## src/rtl/hazard_pkg.sv

```systemverilog
// Shared types and helpers for the pipeline hazard controller: the per-slot
// scoreboard record, the forwarding-select encoding and the source-hit test.
package hazard_pkg;

    // Register addresses are carried zero-extended to this width inside the
    // scoreboard so the record type does not depend on a module parameter.
    localparam int REG_AW_MAX = 8;

    // Forwarding select value meaning "take the operand from the register file".
    localparam int FWD_REGFILE = 0;

    typedef logic [REG_AW_MAX-1:0] reg_addr_t;

    // One in-flight instruction as seen by the hazard logic.
    typedef struct packed {
        logic      valid;
        logic      wr;
        logic      load;
        reg_addr_t rd;
    } slot_t;

    localparam slot_t SLOT_BUBBLE = '0;

    // Width of a forwarding select for a scoreboard of the given depth.
    function automatic int fw_width(input int depth);
        return $clog2(depth);
    endfunction

    // A source hits a slot when that slot holds a live writer of a non-zero
    // register that the decode instruction actually reads.
    function automatic logic slot_hit(input slot_t s, input reg_addr_t src, input logic use_src);
        return s.valid && s.wr && (s.rd == src) && (src != '0) && use_src;
    endfunction

endpackage

```

## src/rtl/pipe_hazard_ctrl_if.sv

```systemverilog
// Decode-side bundle of the hazard controller: instruction descriptor and
// branch outcome in, pipeline write/bubble/flush controls and forwarding out.
interface pipe_hazard_ctrl_if #(
    parameter int REG_AW = 5,
    parameter int FW     = 2
);
    logic              id_valid;
    logic [REG_AW-1:0] id_rs;
    logic [REG_AW-1:0] id_rt;
    logic              id_use_rs;
    logic              id_use_rt;
    logic              id_wr_en;
    logic [REG_AW-1:0] id_rd;
    logic              id_is_load;
    logic              id_is_mc;
    logic              br_taken;

    logic              pc_write;
    logic              ifid_write;
    logic              idex_bubble;
    logic              ex_hold;
    logic              flush;
    logic [FW-1:0]     fwd_a;
    logic [FW-1:0]     fwd_b;

    // Decode stage / datapath side.
    modport master (
        output id_valid, id_rs, id_rt, id_use_rs, id_use_rt, id_wr_en, id_rd,
               id_is_load, id_is_mc, br_taken,
        input  pc_write, ifid_write, idex_bubble, ex_hold, flush, fwd_a, fwd_b
    );

    // Hazard controller side.
    modport slave (
        input  id_valid, id_rs, id_rt, id_use_rs, id_use_rt, id_wr_en, id_rd,
               id_is_load, id_is_mc, br_taken,
        output pc_write, ifid_write, idex_bubble, ex_hold, flush, fwd_a, fwd_b
    );
endinterface

```

## src/rtl/hazard_slot_tracker.sv

```systemverilog
// Shift-register scoreboard of the instructions past decode. Slot 0 is EX,
// slot DEPTH-1 is WB. Supports inserting a bubble, holding EX while the
// multicycle unit is busy, and killing everything younger than the branch.
module hazard_slot_tracker
    import hazard_pkg::*;
#(
    parameter int DEPTH   = 3,
    parameter int BR_SLOT = 1
) (
    input  logic  clk,
    input  logic  reset,
    input  logic  hold,
    input  logic  bubble,
    input  logic  inval,
    input  slot_t id_slot,
    output slot_t slots [DEPTH]
);

    slot_t slots_nxt [DEPTH];

    // Next scoreboard contents: flush first, then EX hold, then a plain shift.
    always_comb begin
        // NOTE: every element gets a default before any branch, so no latch can be inferred.
        for (int k = 0; k < DEPTH; k++) slots_nxt[k] = SLOT_BUBBLE;
        if (inval) begin
            // Old slots 0..BR_SLOT-1 are younger than the branch and die; the
            // decode instruction is never inserted.
            for (int k = 1; k < DEPTH; k++)
                if (k > BR_SLOT) slots_nxt[k] = slots[k-1];
        end else if (hold) begin
            // EX keeps its occupant, the stage behind it receives a bubble.
            slots_nxt[0] = slots[0];
            for (int k = 2; k < DEPTH; k++) slots_nxt[k] = slots[k-1];
        end else begin
            if (!bubble) slots_nxt[0] = id_slot;
            for (int k = 1; k < DEPTH; k++) slots_nxt[k] = slots[k-1];
        end
    end

    // Advance the scoreboard one pipeline step per clock.
    always_ff @(posedge clk) begin
        if (reset) begin
            // NOTE: only the valid bits need reset; the payload of an invalid slot is never read.
            for (int k = 0; k < DEPTH; k++) slots[k].valid <= 1'b0;
        end else begin
            // NOTE: non-blocking, so every slot samples its neighbour's pre-edge value.
            for (int k = 0; k < DEPTH; k++) slots[k] <= slots_nxt[k];
        end
    end

endmodule

```

## src/rtl/pipe_hazard_ctrl.sv

```systemverilog
// Pipeline hazard controller: load-use stall, multicycle structural stall,
// taken-branch flush and registered EX operand forwarding, all driven from a
// private scoreboard of in-flight destination registers.
module pipe_hazard_ctrl
    import hazard_pkg::*;
#(
    parameter int REG_AW    = 5,   // up to REG_AW_MAX; register 0 reads as zero
    parameter int DEPTH     = 3,   // 2..8 tracked stages after decode
    parameter int LOAD_SLOT = 1,   // 1..DEPTH-1, load data ready at end of this slot
    parameter int BR_SLOT   = 1,   // 0..DEPTH-1, slot where branches resolve
    parameter int MC_LAT    = 4,   // 1..15 EX cycles of a multicycle op
    parameter int FW        = fw_width(DEPTH)
) (
    input logic               clk,
    input logic               reset,
    pipe_hazard_ctrl_if.slave bus
);

    localparam int MCW = 4;

    slot_t             slots [DEPTH];
    slot_t             id_slot;
    logic [REG_AW-1:0] id_rs;
    logic [REG_AW-1:0] id_rt;
    logic [REG_AW-1:0] id_rd;
    reg_addr_t         rs;
    reg_addr_t         rt;
    logic [MCW-1:0]    mc_cnt;
    logic              mc_busy;
    logic              load_use;
    logic              stall;
    logic              insert;
    logic [FW-1:0]     sel_a;
    logic [FW-1:0]     sel_b;
    logic [FW-1:0]     fwd_a;
    logic [FW-1:0]     fwd_b;
    logic              pc_write;
    logic              ifid_write;
    logic              idex_bubble;
    logic              ex_hold;
    logic              flush;

    assign id_rs   = bus.id_rs;
    assign id_rt   = bus.id_rt;
    assign id_rd   = bus.id_rd;
    assign rs      = reg_addr_t'(id_rs);
    assign rt      = reg_addr_t'(id_rt);
    assign id_slot = '{valid: 1'b1, wr: bus.id_wr_en, load: bus.id_is_load, rd: reg_addr_t'(id_rd)};

    assign mc_busy = (mc_cnt != '0);
    assign stall   = bus.id_valid & (load_use | mc_busy);
    // A taken branch drops the decode instruction even if it would have stalled.
    assign insert  = bus.id_valid & ~stall & ~bus.br_taken;

    hazard_slot_tracker #(
        .DEPTH   (DEPTH),
        .BR_SLOT (BR_SLOT)
    ) u_tracker (
        .clk     (clk),
        .reset   (reset),
        .hold    (mc_busy),
        .bubble  (~insert),
        .inval   (bus.br_taken),
        .id_slot (id_slot),
        .slots   (slots)
    );

    // Load-use: a source depends on a load whose data is not ready in time.
    always_comb begin
        load_use = 1'b0;
        for (int k = 0; k < LOAD_SLOT; k++)
            if (slots[k].load && (slot_hit(slots[k], rs, bus.id_use_rs) ||
                                  slot_hit(slots[k], rt, bus.id_use_rt)))
                load_use = 1'b1;
    end

    // Forwarding select at decode: scan oldest to youngest so the youngest hit
    // wins. Slot k now is slot k+1 when the consumer reaches EX; the WB slot is
    // covered by the write-first register file.
    always_comb begin
        sel_a = FW'(FWD_REGFILE);
        sel_b = FW'(FWD_REGFILE);
        for (int k = DEPTH - 2; k >= 0; k--) begin
            if (slot_hit(slots[k], rs, bus.id_use_rs)) sel_a = FW'(k + 1);
            if (slot_hit(slots[k], rt, bus.id_use_rt)) sel_b = FW'(k + 1);
        end
    end

    // Pipeline controls: reset overrides everything, flush overrides stall.
    always_comb begin
        pc_write    = 1'b1;
        ifid_write  = 1'b1;
        idex_bubble = 1'b0;
        ex_hold     = mc_busy;
        flush       = 1'b0;
        if (reset) begin
            pc_write    = 1'b0;
            ifid_write  = 1'b0;
            idex_bubble = 1'b1;
            ex_hold     = 1'b0;
            flush       = 1'b1;
        end else if (bus.br_taken) begin
            flush = 1'b1;
        end else if (stall) begin
            pc_write    = 1'b0;
            ifid_write  = 1'b0;
            idex_bubble = load_use & ~mc_busy;
        end
    end

    // Multicycle occupancy counter; a flush that kills EX also kills the op.
    always_ff @(posedge clk) begin
        if (reset) begin
            mc_cnt <= '0;
        end else if (bus.br_taken && (BR_SLOT > 0)) begin
            mc_cnt <= '0;
        end else if (insert && bus.id_is_mc) begin
            mc_cnt <= MCW'(MC_LAT - 1);
        end else if (mc_busy) begin
            mc_cnt <= mc_cnt - 1'b1;
        end
    end

    // Forwarding selects follow the instruction into EX; frozen while EX is held.
    always_ff @(posedge clk) begin
        if (reset || bus.br_taken) begin
            fwd_a <= FW'(FWD_REGFILE);
            fwd_b <= FW'(FWD_REGFILE);
        end else if (mc_busy) begin
            fwd_a <= fwd_a;
            fwd_b <= fwd_b;
        end else if (insert) begin
            fwd_a <= sel_a;
            fwd_b <= sel_b;
        end else begin
            fwd_a <= FW'(FWD_REGFILE);
            fwd_b <= FW'(FWD_REGFILE);
        end
    end

    assign bus.pc_write    = pc_write;
    assign bus.ifid_write  = ifid_write;
    assign bus.idex_bubble = idex_bubble;
    assign bus.ex_hold     = ex_hold;
    assign bus.flush       = flush;
    assign bus.fwd_a       = fwd_a;
    assign bus.fwd_b       = fwd_b;

endmodule

```

## src/flat_wrapper.sv

```systemverilog
// flat-port wrapper written by rule: the top's interface ports become plain ports
module pipe_hazard_ctrl_flat import hazard_pkg::*;
#(
    parameter int REG_AW    = 5,                                                
    parameter int DEPTH     = 3,                                      
    parameter int LOAD_SLOT = 1,                                                     
    parameter int BR_SLOT   = 1,                                             
    parameter int MC_LAT    = 4,                                        
    parameter int FW        = fw_width(DEPTH)
)
  (clk, reset, bus_id_valid, bus_id_rs, bus_id_rt, bus_id_use_rs, bus_id_use_rt, bus_id_wr_en, bus_id_rd, bus_id_is_load, bus_id_is_mc, bus_br_taken, bus_pc_write, bus_ifid_write, bus_idex_bubble, bus_ex_hold, bus_flush, bus_fwd_a, bus_fwd_b);
  pipe_hazard_ctrl_if #(.REG_AW(REG_AW), .FW(FW)) bus_i ();
  input logic clk;
  input logic reset;
  input wire logic [$bits(bus_i.id_valid)-1:0] bus_id_valid;
  input wire logic [$bits(bus_i.id_rs)-1:0] bus_id_rs;
  input wire logic [$bits(bus_i.id_rt)-1:0] bus_id_rt;
  input wire logic [$bits(bus_i.id_use_rs)-1:0] bus_id_use_rs;
  input wire logic [$bits(bus_i.id_use_rt)-1:0] bus_id_use_rt;
  input wire logic [$bits(bus_i.id_wr_en)-1:0] bus_id_wr_en;
  input wire logic [$bits(bus_i.id_rd)-1:0] bus_id_rd;
  input wire logic [$bits(bus_i.id_is_load)-1:0] bus_id_is_load;
  input wire logic [$bits(bus_i.id_is_mc)-1:0] bus_id_is_mc;
  input wire logic [$bits(bus_i.br_taken)-1:0] bus_br_taken;
  output wire logic [$bits(bus_i.pc_write)-1:0] bus_pc_write;
  output wire logic [$bits(bus_i.ifid_write)-1:0] bus_ifid_write;
  output wire logic [$bits(bus_i.idex_bubble)-1:0] bus_idex_bubble;
  output wire logic [$bits(bus_i.ex_hold)-1:0] bus_ex_hold;
  output wire logic [$bits(bus_i.flush)-1:0] bus_flush;
  output wire logic [$bits(bus_i.fwd_a)-1:0] bus_fwd_a;
  output wire logic [$bits(bus_i.fwd_b)-1:0] bus_fwd_b;
  assign bus_i.id_valid = bus_id_valid;
  assign bus_i.id_rs = bus_id_rs;
  assign bus_i.id_rt = bus_id_rt;
  assign bus_i.id_use_rs = bus_id_use_rs;
  assign bus_i.id_use_rt = bus_id_use_rt;
  assign bus_i.id_wr_en = bus_id_wr_en;
  assign bus_i.id_rd = bus_id_rd;
  assign bus_i.id_is_load = bus_id_is_load;
  assign bus_i.id_is_mc = bus_id_is_mc;
  assign bus_i.br_taken = bus_br_taken;
  assign bus_pc_write = bus_i.pc_write;
  assign bus_ifid_write = bus_i.ifid_write;
  assign bus_idex_bubble = bus_i.idex_bubble;
  assign bus_ex_hold = bus_i.ex_hold;
  assign bus_flush = bus_i.flush;
  assign bus_fwd_a = bus_i.fwd_a;
  assign bus_fwd_b = bus_i.fwd_b;
  pipe_hazard_ctrl #(.REG_AW(REG_AW), .DEPTH(DEPTH), .LOAD_SLOT(LOAD_SLOT), .BR_SLOT(BR_SLOT), .MC_LAT(MC_LAT), .FW(FW)) u_core (.clk(clk), .reset(reset), .bus(bus_i));
endmodule
```

## config.mk

```make
export PLATFORM = sky130hd
export DESIGN_NAME = pipe_hazard_ctrl_flat
export DESIGN_NICKNAME = d
export VERILOG_FILES = /design/src/rtl/hazard_pkg.sv /design/src/rtl/pipe_hazard_ctrl_if.sv /design/src/rtl/hazard_slot_tracker.sv /design/src/rtl/pipe_hazard_ctrl.sv /design/src/flat_wrapper.sv
export SDC_FILE = /design/constraint.sdc
export NUM_CORES = 1
export LEC_CHECK = 0
export ABC_AREA = 1
export BUFFER_PORTS_ARGS = -buffer_cell sky130_fd_sc_hd__buf_2
export CORE_UTILIZATION = 45
export CTS_CLUSTER_DIAMETER = 120
export DETAILED_ROUTE_END_ITERATION = 8
export PLACE_DENSITY = 0.68
export SLEW_MARGIN = 20
export SYNTH_ARGS = -nofsm -noshare
export SYNTH_HDL_FRONTEND = slang
export SYNTH_SLANG_ARGS = --single-unit
```

## constraint.sdc

```tcl
create_clock -name clk -period 1.8 [get_ports clk]
set_input_delay 0.36 -clock clk [delete_from_list [all_inputs] [get_ports clk]]
set_output_delay 0.36 -clock clk [all_outputs]
set_load 0.1 [all_outputs]
```

==> results of run 1 <==
==> metal layers <==
| layer | up-vias | part of all wire, % |
|---|---|---|
| li1 | 841 | - |
| met1 | 714 | 45 |
| met2 | 58 | 48 |
| met3 | 4 | 5.2 |
| met4 | 0 | 1.2 |
| met5 | - | 0 |
==> critical path, delay by kind of cell (launching register included) <==
family          cells  cell delay (ns)
buf+inv             3             0.34
flops               1             0.47
compound gates      1             0.21
simple gates        8             0.56
==> worst max-delay path by stage <==
stage / startpoint / to / slack, ns / depth (start not counted)
after floorplan: u_core.u_tracker.slots[22]$_SDFFCE_PP0P_ / bus_pc_write / -0.48 / 12
after global placement: bus_id_rt[2] / bus_ifid_write / -0.1 / 11
after detailed placement: bus_id_rt[2] / bus_pc_write / -0.14 / 11
after CTS: u_core.u_tracker.slots[22]$_SDFFCE_PP0P_ / bus_pc_write / -0.40 / 12
after global routing: u_core.u_tracker.slots[22]$_SDFFCE_PP0P_ / bus_pc_write / -0.55 / 12
final: u_core.u_tracker.slots[26]$_SDFFCE_PP0P_ / bus_pc_write / -0.44 / 12
==> kinds of logic (layout without fill, tap and decap cells) <==
group / after synthesis / after routing / share of synthesized area [%]
xor gates and xnor gates: 10 / 10 / 5.77
AOI/OAI and AO/OA: 17 / 17 / 5.69
and+or+nand+nor: 129 / 129 / 36.2
adders and majority gates: 2 / 2 / 1.65
buffers and inverters: 46 / 124 / 11.8
DFF: 23 / 23 / 38.9
==> power groups by stage <==
stage	registers, mW	logic (mW)	clock network [mW]
finish	0.677	0.879	0.248
global route	0.685	0.957	0.267
CTS	0.676	0.794	0.241
detailed placement	0.683	0.741	0
global placement	0.681	0.730	0
floorplan	0.672	0.479	0
==> sequential cells by signal, summed over array words and instances, names as in the netlist <==
signal / flops
u_core.bus.fwd_a: 2
u_core.bus.fwd_b: 2
u_core.u_tracker.slots: 15
u_core.mc_cnt: 4
==> placed cells by master (no fill, tap or decap), drive strengths merged <==
master / count
ha: 2
inv: 43
clkinv: 1
clkbuf: 4
xor2: 3
nand3b: 1
or2: 2
nor2: 46
dfxtp: 10
xnor2: 7
edfxtp: 13
a21oi: 11
o21ai: 5
nand3: 11
o22ai: 1
buf: 76
nand2: 69
==> final cells by class <==
type / instances / share of cell area [%]
Multi-Input combinational cell: 158 / 37.3
Sequential cell: 23 / 26.5
Timing Repair Buffer: 76 / 24.9
Inverter: 44 / 7.61
Tap cell: 44 / 2.46
Clock buffer: 4 / 1.17
==> repair_timing <==
action,CTS,global route
endpoints found under the hold margin,0,0
setup buffers,4,11
gates resized for setup,12,13
setup endpoints to repair,4,14
pin swaps,3,4
==> synth_stat cells <==
master	n	area share (%)
dfxtp_1	10	13
nand3b_1	1	0.49
o22ai_1	1	0.41
nor2_2	4	1.6
nand2_1	65	16
ha_1	2	1.6
o21ai_0	5	1.6
edfxtp_1	13	26
xnor2_1	7	4.0
inv_1	38	9.4
clkinv_1	2	0.49
or2_2	2	0.82
nand3_1	10	3.3
nand3_4	1	1.2
inv_2	3	0.74
nor2_1	42	10
xor2_1	3	1.7
nand2_2	2	0.82
inv_4	1	0.41
buf_4	1	0.49
a21oi_1	11	3.6
clkbuf_1	1	0.25
nand2_4	2	1.5
==> per-stage QoR <==
step	setup slack [ns]	setup TNS [ns]	utilization [%]	hold WS, ns	instance area (sq um)
after floorplan	-0.476	-1.08	-	0.446	1560
after global placement	-0.0980	-0.253	64.9	0.449	2030
after detailed placement	-0.135	-0.352	64.9	0.452	2030
after CTS	-0.399	-1.18	67.7	0.342	2120
after global routing	-0.553	-4.03	71.5	0.325	2240
final	-0.442	-1.74	71.5	0.329	2240
==> implementation parameters, run 1 <==
Parameter                              Value

Min path
  Worst hold endpoint    u_core.mc_cnt[1]$_SDFFE_PP0P_
  Min-Delay Path Depth    3
  Min-delay src    bus_id_is_mc
  Worst hold path class    in2reg

Synth
  Mapped Nets    253
  Synth Warn #    0
  Synth Register Bits    23
  Distinct cells, synth    23
  Number of standard cells after synthesis    227
  Share of the yosys chip area belonging to registers    38.9%
  Area of the mapped netlist    0.00152 sq mm
  Average footprint of a synthesized cell    6.69 sq um

Drt
  Wirelength per Cell    10.6 microns
  Number of design-rule violations left by the first detailed-router iteration    83
  Post-detailed-route DRC marker count    0
  Wirelength, routed    3680 microns
  Via count of the routed design    1617
  Average vias per placed instance    4.63
  First-pass DRT Iterations    4
  Number of nets with antenna violations after detailed routing    0

Setup path
  Cell type of the slowest stage on the worst timing path    edfxtp_1
  Destination of the worst register-to-register timing path    u_core.u_tracker.slots[26]$_SDFFCE_PP0P_
  Setup slack of the most critical reg-to-reg path    -0.08 ns
  Maximum cell stage delay along the critical path    0.47 ns
  Type of the setup path with the least slack    reg2out
  Cell with the most instances on the worst path    nand2_1
  Crit-path max FO    3
  WP data arrival    1.88 ns
  Crit end category    output port
  Critical-path cell list    inv_2 > nand2_1 > nand2_1 > inv_1 > nand2_1 > nor2_2 > nand2_1 > nand2_2 > nand2_4 > nand2_4 > a21oi_4 > buf_12
  Reg2reg path depth    13
  Crit path launch type    flop
  Worst EP required    1.44 ns
  R2r startpoint    u_core.u_tracker.slots[25]$_SDFFCE_PP0P_

STA
  Hold Violations, Final    0
  Relative max-transition margin    67.9%
  Final critical-path share of the clock period    125%
  Final Critical Period    2.24 ns
  Max Freq    446 MHz
  Setup repair after global routing missed its margin    true
  Setup ws final    -0.442 ns
  Slew Limit Fails    0
  Setup violations, final    10
  Final worst clock skew    0.0142 ns
  Worst-margin pin slew    0.485 ns

Flow run
  Max Cap Viol    0

CTS
  Clock Tree Buf Depth    2
  Source-to-sink clock delay at the later pin of the worst-skew pair    0.32 ns
  Clk pin slew, worst setup/hold paths    0.14 ns
  CTS H-Tree Depth    1
  TritonCTS Buffers    3
  Buffer cell driving the clock tree root    clkbuf_4
  CTS tree    yes
  Cts hold-fix bufs    0
  Num Clock Sinks    23

Floorplanning
  Starting utilization of the core area    48.5%
  Core Box Area    0.00313 sq mm
  Number of standard-cell rows in the floorplan    20
  Y dimension of the die    60.1 microns
  Die width    60.1 microns
  I/O pin cnt    33
  Die Area    0.00361 sq mm

Power
  Comb power frac    48.7%
  Leakage power summed over all cells    1.14 nW
  Power density cells    806 mW/mm^2
  Relative contribution of sequential cells to total power    37.6%
  Switching portion of total power    38.6%
  Overall power after layout    1.80 mW
  Share of power burned in the clock network    13.7%
  Net load switching power    0.696 mW
  Int Power    1.11 mW
  Max rail drop VDD    571 uV

Global route
  Met1 track utilization from global routing    28.9%
  Gr ovfl total    0
  Global-route layer with the greatest usage    met2
  GRT Total Usage    23.2%
  Global-route wire length before repair    6170 microns
  Antenna violations before repair    0
  Met3 routing resource usage after global routing    3.68%
  Maximum number of pins on one net before global-route repair    13
  Met2 routing resource usage after global routing    40.8%
  Via count of the first global-routing pass    1454

Status
  Violations in the final reports    negative setup slack
  Status    finished, violations left

Cells and area
  Flip-flop and latch area    593 sq um
  Area delta synth->final    47.4%
  Combined area of the multi-input logic cells    835 sq um
  Share of final-layout standard cells stronger than drive strength 1    38.7%
  Fin nets    332
  Filler cell count in the final layout    296
  Number of inserted diodes    0
  Post-route non-filler standard cell count    349

Placed design
  Detailed placer's ending HPWL    2840 microns
  Global placement routability congestion    0.878
  Input/output buffers    32
  Placed cells    330
(Power assumes the default switching activity.)
==> inputs of run 2 (changes only) <==
--- a/config.mk
+++ b/config.mk
@@ -6,11 +6,11 @@
 export NUM_CORES = 1
 export LEC_CHECK = 0
 export ABC_AREA = 1
-export BUFFER_PORTS_ARGS = -buffer_cell sky130_fd_sc_hd__buf_2
 export CORE_UTILIZATION = 45
 export CTS_CLUSTER_DIAMETER = 120
 export DETAILED_ROUTE_END_ITERATION = 8
-export PLACE_DENSITY = 0.68
+export DONT_BUFFER_PORTS = 1
+export SKIP_LAST_GASP = 1
 export SLEW_MARGIN = 20
 export SYNTH_ARGS = -nofsm -noshare
 export SYNTH_HDL_FRONTEND = slang
==> implementation parameters, run 2 (synthesis gave the netlist of run 1 again) <==
Parameter                              Value

STA
  Final Critical Period    2.18 ns (was 2.24 ns)
  Final worst clock skew    0.00791 ns (was 0.0142 ns)
  Worst-margin pin slew    0.328 ns (was 0.485 ns)
  Max Freq    458 MHz (was 446 MHz)
  Slew Limit Fails    0 (unchanged)
  Relative max-transition margin    78.1% (was 67.9%)
  Worst hold slack    0.192 ns (was 0.329 ns)
  Hold Violations, Final    0 (unchanged)
  Setup violations, final    3 (was 10)
  Setup ws final    -0.383 ns (was -0.442 ns)
  Setup repair after global routing missed its margin    true (unchanged)
  Setup TNS    -1.08 ns (was -1.74 ns)
  Final critical-path share of the clock period    121% (was 125%)

CTS
  CTS tree    yes (unchanged)
  Clk pin slew, worst setup/hold paths    0.13 ns (was 0.14 ns)
  Source-to-sink clock delay at the later pin of the worst-skew pair    0.31 ns (was 0.32 ns)
  Clock Tree Buf Depth    2 (unchanged)
  CTS H-Tree Depth    1 (unchanged)
  Num Clock Sinks    23 (unchanged)
  TritonCTS Buffers    3 (unchanged)
  Buffer cell driving the clock tree root    clkbuf_4 (unchanged)

Floorplanning
  Die Area    0.00361 sq mm (unchanged)
  Y dimension of the die    60.1 microns (unchanged)
  Starting utilization of the core area    48.5% (unchanged)
  Number of standard-cell rows in the floorplan    20 (unchanged)
  I/O pin cnt    33 (unchanged)
  Core Box Area    0.00313 sq mm (unchanged)
  Die width    60.1 microns (unchanged)

Global route
  Met2 routing resource usage after global routing    31.3% (was 40.8%)
  GRT Total Usage    21.3% (was 23.2%)
  Global-route layer with the greatest usage    met2 (unchanged)
  Gr ovfl total    0 (unchanged)
  Via count of the first global-routing pass    1258 (was 1454)
  Met3 routing resource usage after global routing    4.11% (was 3.68%)
  Maximum number of pins on one net before global-route repair    14 (was 13)
  Antenna violations before repair    0 (unchanged)
  Global-route wire length before repair    5510 microns (was 6170 microns)
  Met1 track utilization from global routing    31.1% (was 28.9%)

Status
  Violations in the final reports    negative setup slack (unchanged)
  Status    finished, violations left (unchanged)

Cells and area
  Fin nets    286 (was 332)
  Number of inserted diodes    0 (unchanged)
  Flip-flop count of the largest register, all copies and words added    15 (unchanged)
  Post-route non-filler standard cell count    303 (was 349)
  Commonest non-fill, non-tap cell in the layout    nand2_1 (unchanged)
  Largest Register    u_core.u_tracker.slots (unchanged)
  Area delta synth->final    27.3% (was 47.4%)
  Highest-count cells in the layout ignoring fill and taps    59 x nand2_1, 40 x nor2_1, 34 x inv_1, 25 x buf_4, 13 x edfxtp_1 (was 56 x nand2_1, 42 x buf_4, 40 x nor2_1, 32 x inv_1, 28 x buf_2)
  Share of final-layout standard cells stronger than drive strength 1    25.9% (was 38.7%)
  Largest registers    u_core.u_tracker.slots (15), u_core.mc_cnt (4) (unchanged)

Drt
  Wirelength, routed    3460 microns (was 3680 microns)
  Via count of the routed design    1427 (was 1617)
  Average vias per placed instance    4.71 (was 4.63)
  Number of design-rule violations left by the first detailed-router iteration    69 (was 83)
  Wirelength per Cell    11.4 microns (was 10.6 microns)
  First-pass DRT Iterations    4 (unchanged)
  Number of nets with antenna violations after detailed routing    0 (unchanged)
  Post-detailed-route DRC marker count    0 (unchanged)

Placed design
  Placed cells    293 (was 330)
  Detailed placer's ending HPWL    2780 microns (was 2840 microns)
  Global placement routability congestion    0.935 (was 0.878)
  Input/output buffers    0 (was 32)

Setup path
  Maximum cell stage delay along the critical path    0.44 ns (was 0.47 ns)
  Capture point of the critical path    bus_ifid_write (was bus_pc_write)
  R2r startpoint    u_core.u_tracker.slots[26]$_SDFFCE_PP0P_ (was u_core.u_tracker.slots[25]$_SDFFCE_PP0P_)
  Worst EP required    1.44 ns (about the same)
  Critical-path cell list    inv_2 > nand2_2 > nand2_1 > inv_1 > nand2_2 > nor2_2 > nand2_1 > nand2_2 > nand2_4 > nand2_4 > a21oi_4 > buf_12 (was inv_2 > nand2_1 > nand2_1 > inv_1 > nand2_1 > nor2_2 > nand2_1 > nand2_2 > nand2_4 > nand2_4 > a21oi_4 > buf_12)
  Type of the setup path with the least slack    reg2out (unchanged)
  Crit path launch type    flop (unchanged)
  Crit end category    output port (unchanged)
  Cell type of the slowest stage on the worst timing path    edfxtp_1 (unchanged)
  Destination of the worst register-to-register timing path    u_core.u_tracker.slots[31]$_SDFFCE_PP0P_ (was u_core.u_tracker.slots[26]$_SDFFCE_PP0P_)
  Setup slack of the most critical reg-to-reg path    0.04 ns (was -0.08 ns)
  Crit-path max FO    5 (was 3)
  WP data arrival    1.82 ns (was 1.88 ns)
  Reg2reg path depth    13 (unchanged)
  Cell with the most instances on the worst path    nand2_2 (was nand2_1)
  Worst Setup SP    u_core.u_tracker.slots[23]$_SDFFCE_PP0P_ (was u_core.u_tracker.slots[26]$_SDFFCE_PP0P_)

Power
  Max rail drop VDD    592 uV (was 571 uV)
  Leakage power summed over all cells    0.934 nW (was 1.14 nW)
  Power density cells    864 mW/mm^2 (was 806 mW/mm^2)

Min path
  Worst hold path class    in2reg (unchanged)

Flow run
  Max Cap Viol    0 (unchanged)
-- run 2: stage by stage --
stage | power, mW | setup WS [ns] | util, % | instance area [sq um]
finish | 1.67 | -0.383 | 61.8 | 1930
CTS | 1.60 | -0.365 | 59.4 | 1860
global route | 1.78 | -0.487 | 61.8 | 1930
global placement | 1.35 | -0.0373 | 58.2 | 1820
detailed placement | 1.36 | -0.0540 | 58.2 | 1820
floorplan | 1.15 | -0.476 | - | 1560
-- run 2: per-layer routing --
layer	vias up	share of wire [%]
li1	746	-
met1	625	47
met2	52	45
met3	4	6.6
met4	0	1.3
met5	-	0
-- run 2: report_power, final --
group          total [mW]  switching (mW)  internal [mW]
Combinational       0.759           0.441          0.318
Clock               0.236           0.153         0.0830
Sequential          0.675          0.0459          0.629
Total                1.67           0.640           1.03
-- run 2: repair_timing --
item,in CTS,in global routing
pin swaps,4,7
resized for setup,1,14
hold buffers,0,0
endpoints found under the setup margin,3,11
buffers inserted,1,5
-- run 2: layout make-up --
cell class | instances | area (sq um)
clock buffer | 3 | 22.5
fill | 288 | 1200
sequential | 23 | 592
clock inverter | 1 | 5.00
timing repair buffer | 30 | 279
tap | 44 | 55.1
multi-input combinational | 158 | 811
inverter | 44 | 168
-- run 2: worst min path at each step --
stage	start	end	slack [ns]	cells after the start
2_1_floorplan	u_core.u_tracker.slots[32]$_SDFFE_PP0N_	u_core.u_tracker.slots[21]$_SDFF_PP0_	0.45	2
3_3_place_gp	u_core.bus.fwd_b[0]$_SDFFE_PP0N_	u_core.bus.fwd_b[0]$_SDFFE_PP0N_	0.45	2
3_5_place_dp	u_core.bus.fwd_a[0]$_SDFFE_PP0N_	u_core.bus.fwd_a[0]$_SDFFE_PP0N_	0.46	2
4_1_cts	bus_id_is_mc	u_core.mc_cnt[1]$_SDFFE_PP0P_	0.19	2
5_1_grt	bus_id_is_mc	u_core.mc_cnt[1]$_SDFFE_PP0P_	0.18	2
6_report	bus_id_is_mc	u_core.mc_cnt[1]$_SDFFE_PP0P_	0.19	2
-- run 2: worst max-delay path, delay by kind of cell, from the launching register on --
| kind | cells | cell delay (ns) |
|---|---|---|
| buffers and inverters | 3 | 0.38 |
| AOI/OAI and AO/OA | 1 | 0.20 |
| and+or+nand+nor | 8 | 0.48 |
| DFF | 1 | 0.44 |
==> inputs of run 3 (changes only) <==
--- a/config.mk
+++ b/config.mk
@@ -6,10 +6,13 @@
 export NUM_CORES = 1
 export LEC_CHECK = 0
 export ABC_AREA = 1
-export CORE_UTILIZATION = 45
+export CELL_PAD_IN_SITES_DETAIL_PLACEMENT = 1
+export CELL_PAD_IN_SITES_GLOBAL_PLACEMENT = 2
+export CORE_UTILIZATION = 33
 export CTS_CLUSTER_DIAMETER = 120
 export DETAILED_ROUTE_END_ITERATION = 8
 export DONT_BUFFER_PORTS = 1
+export PLACE_DENSITY_LB_ADDON = 0.1
 export SKIP_LAST_GASP = 1
 export SLEW_MARGIN = 20
 export SYNTH_ARGS = -nofsm -noshare
==> implementation parameters, run 3 (synthesis gave the netlist of run 1 again) <==
Parameter                              Value

CTS
  CTS tree    yes (unchanged)
  Cts hold-fix bufs    0 (unchanged)
  Buffer cell driving the clock tree root    clkbuf_8 (was clkbuf_4)
  Source-to-sink clock delay at the later pin of the worst-skew pair    0.27 ns (was 0.31 ns)
  TritonCTS Buffers    3 (unchanged)
  Num Clock Sinks    23 (unchanged)
  Clk pin slew, worst setup/hold paths    0.09 ns (was 0.13 ns)
  Clock Tree Buf Depth    2 (unchanged)
  CTS H-Tree Depth    1 (unchanged)

Setup path
  WP data arrival    1.82 ns (about the same)
  Type of the setup path with the least slack    reg2out (unchanged)
  Cell with the most instances on the worst path    nand2_1 (was nand2_2)
  Crit end category    output port (unchanged)
  Delay-heaviest family, CP    flip-flops (was simple AND/OR/NAND/NOR gates)
  Maximum cell stage delay along the critical path    0.51 ns (was 0.44 ns)
  Crit-path max FO    4 (was 5)
  Worst path buffer plus inverter count    3 (unchanged)
  Critical-path cell list    inv_2 > nand2_1 > nand2_1 > inv_1 > nand2_1 > nor2_2 > nand2_1 > nand2_2 > nand2_4 > nand2_4 > a21oi_4 > buf_12 (was inv_2 > nand2_2 > nand2_1 > inv_1 > nand2_2 > nor2_2 > nand2_1 > nand2_2 > nand2_4 > nand2_4 > a21oi_4 > buf_12)
  Worst EP required    1.44 ns (about the same)
  Cell type of the slowest stage on the worst timing path    edfxtp_1 (unchanged)
  Crit path launch type    flop (unchanged)

STA
  Slew Limit Fails    0 (unchanged)
  Relative max-transition margin    75.4% (was 78.1%)
  Setup repair after global routing missed its margin    true (unchanged)
  Setup TNS    -1.15 ns (was -1.08 ns)
  Worst-margin pin slew    0.369 ns (was 0.328 ns)
  Final critical-path share of the clock period    121% (about the same)
  Hold Violations, Final    0 (unchanged)
  Setup ws final    -0.383 ns (about the same)
  Max Freq    458 MHz (about the same)
  Final worst clock skew    0.00226 ns (was 0.00791 ns)
  Final Critical Period    2.18 ns (about the same)
  Setup violations, final    3 (unchanged)

Drt
  Average vias per placed instance    4.70 (was 4.71)
  First-pass DRT Iterations    4 (unchanged)
  Via count of the routed design    1467 (was 1427)
  Wirelength, routed    4510 microns (was 3460 microns)
  Wirelength per Cell    14.5 microns (was 11.4 microns)
  Post-detailed-route DRC marker count    0 (unchanged)
  Number of nets with antenna violations after detailed routing    0 (unchanged)
  Number of design-rule violations left by the first detailed-router iteration    36 (was 69)

Placed design
  Input/output buffers    0 (unchanged)
  Worst slack at placement    -0.113 ns (was -0.0540 ns)
  Post-DP Area    0.00183 sq mm (was 0.00182 sq mm)
  Placed cells    303 (was 293)
  Detailed placer's ending HPWL    3680 microns (was 2780 microns)
  Global placement routability congestion    0.821 (was 0.935)

Floorplanning
  Die Area    0.00487 sq mm (was 0.00361 sq mm)
  Y dimension of the die    69.8 microns (was 60.1 microns)
  Starting utilization of the core area    34.6% (was 48.5%)
  Die width    69.8 microns (was 60.1 microns)
  Core Box Area    0.00438 sq mm (was 0.00313 sq mm)
  I/O pin cnt    33 (unchanged)
  Number of standard-cell rows in the floorplan    24 (was 20)

Power
  Leakage power summed over all cells    0.932 nW (was 0.934 nW)
  Overall power after layout    1.76 mW (was 1.67 mW)
  Max rail drop VDD    502 uV (was 592 uV)
  Power density cells    907 mW/mm^2 (was 864 mW/mm^2)

Cells and area
  Flip-flop count of the largest register, all copies and words added    15 (unchanged)
  Highest-count cells in the layout ignoring fill and taps    63 x nand2_1, 40 x nor2_1, 37 x inv_1, 28 x buf_4, 13 x edfxtp_1 (was 59 x nand2_1, 40 x nor2_1, 34 x inv_1, 25 x buf_4, 13 x edfxtp_1)
  Final Instance Area    0.00194 sq mm (was 0.00193 sq mm)
  Share of final-layout standard cells stronger than drive strength 1    21.9% (was 25.9%)
  Number of inserted diodes    0 (unchanged)
  Largest registers    u_core.u_tracker.slots (15), u_core.mc_cnt (4) (unchanged)
  Largest Register    u_core.u_tracker.slots (unchanged)
  Area delta synth->final    27.8% (was 27.3%)
  Post-route non-filler standard cell count    312 (was 303)
  Commonest non-fill, non-tap cell in the layout    nand2_1 (unchanged)
  Fin nets    287 (was 286)

Global route
  Maximum number of pins on one net before global-route repair    13 (was 14)
  Global-route wire length before repair    7450 microns (was 5510 microns)
  Gr ovfl total    0 (unchanged)
  Via count of the first global-routing pass    1636 (was 1258)
  GRT Total Usage    19.4% (was 21.3%)
  Antenna violations before repair    0 (unchanged)

Min path
  Worst hold path class    in2reg (unchanged)

Status
  Status    finished, violations left (unchanged)
  Violations in the final reports    negative setup slack (unchanged)

Flow run
  Max Cap Viol    0 (unchanged)
run 3: changes by cell type in the layout (fill, tap and decap cells not counted), sizes merged:
| cell | previous run | this run |
|---|---|---|
| inv | 43 | 42 |
| buf | 30 | 31 |
| clkbuf | 3 | 4 |
run 3: area by class of cell:
| class | instances | area, sq um |
|---|---|---|
| tap | 52 | 65.1 |
| clock buffer | 4 | 45.0 |
| timing repair buffer | 31 | 270 |
| inverter | 44 | 168 |
| fill | 581 | 2440 |
| sequential | 23 | 592 |
| multi-input combinational | 158 | 800 |
run 3: timing repair:
item,4_1_cts,5_1_grt
resized for setup,0,5
setup endpoints to repair,3,11
setup buffers,3,2
pin swaps,4,5
gates cloned,0,0
run 3: metal layers:
metal	share of wire, %	up-vias	GRT usage (%)
met5	0	-	0
met2	54	27	36.4
met3	3.9	6	2.76
met4	1.1	0	5.56
li1	-	746	-
met1	41	688	22.6
run 3: worst paths after layout:
| path | cells past startpoint | startpoint | slack [ns] | to |
|---|---|---|---|---|
| max | 12 | u_core.u_tracker.slots[22]$_SDFFCE_PP0P_ | -0.38 | bus_ifid_write |
| min | 2 | bus_id_is_mc | 0.25 | u_core.mc_cnt[0]$_SDFFE_PP0P_ |
| max reg2reg | 12 | u_core.u_tracker.slots[23]$_SDFFCE_PP0P_ | 0.05 | u_core.u_tracker.slots[26]$_SDFFCE_PP0P_ |
| min reg2reg | 2 | u_core.bus.fwd_a[0]$_SDFFE_PP0N_ | 0.48 | u_core.bus.fwd_a[0]$_SDFFE_PP0N_ |
run 3: through the flow:
step,utilization [%],hold slack [ns]
2_1_floorplan,-,0.446
3_3_place_gp,41.8,0.456
3_5_place_dp,41.8,0.465
4_1_cts,43.4,0.253
5_1_grt,44.2,0.256
6_report,44.2,0.252
run 3: where the power goes:
part	leakage [nW]	switching, mW	internal [mW]
combinational	0.695	0.452	0.290
sequential	0.214	0.0453	0.629
clock	0.0228	0.183	0.159
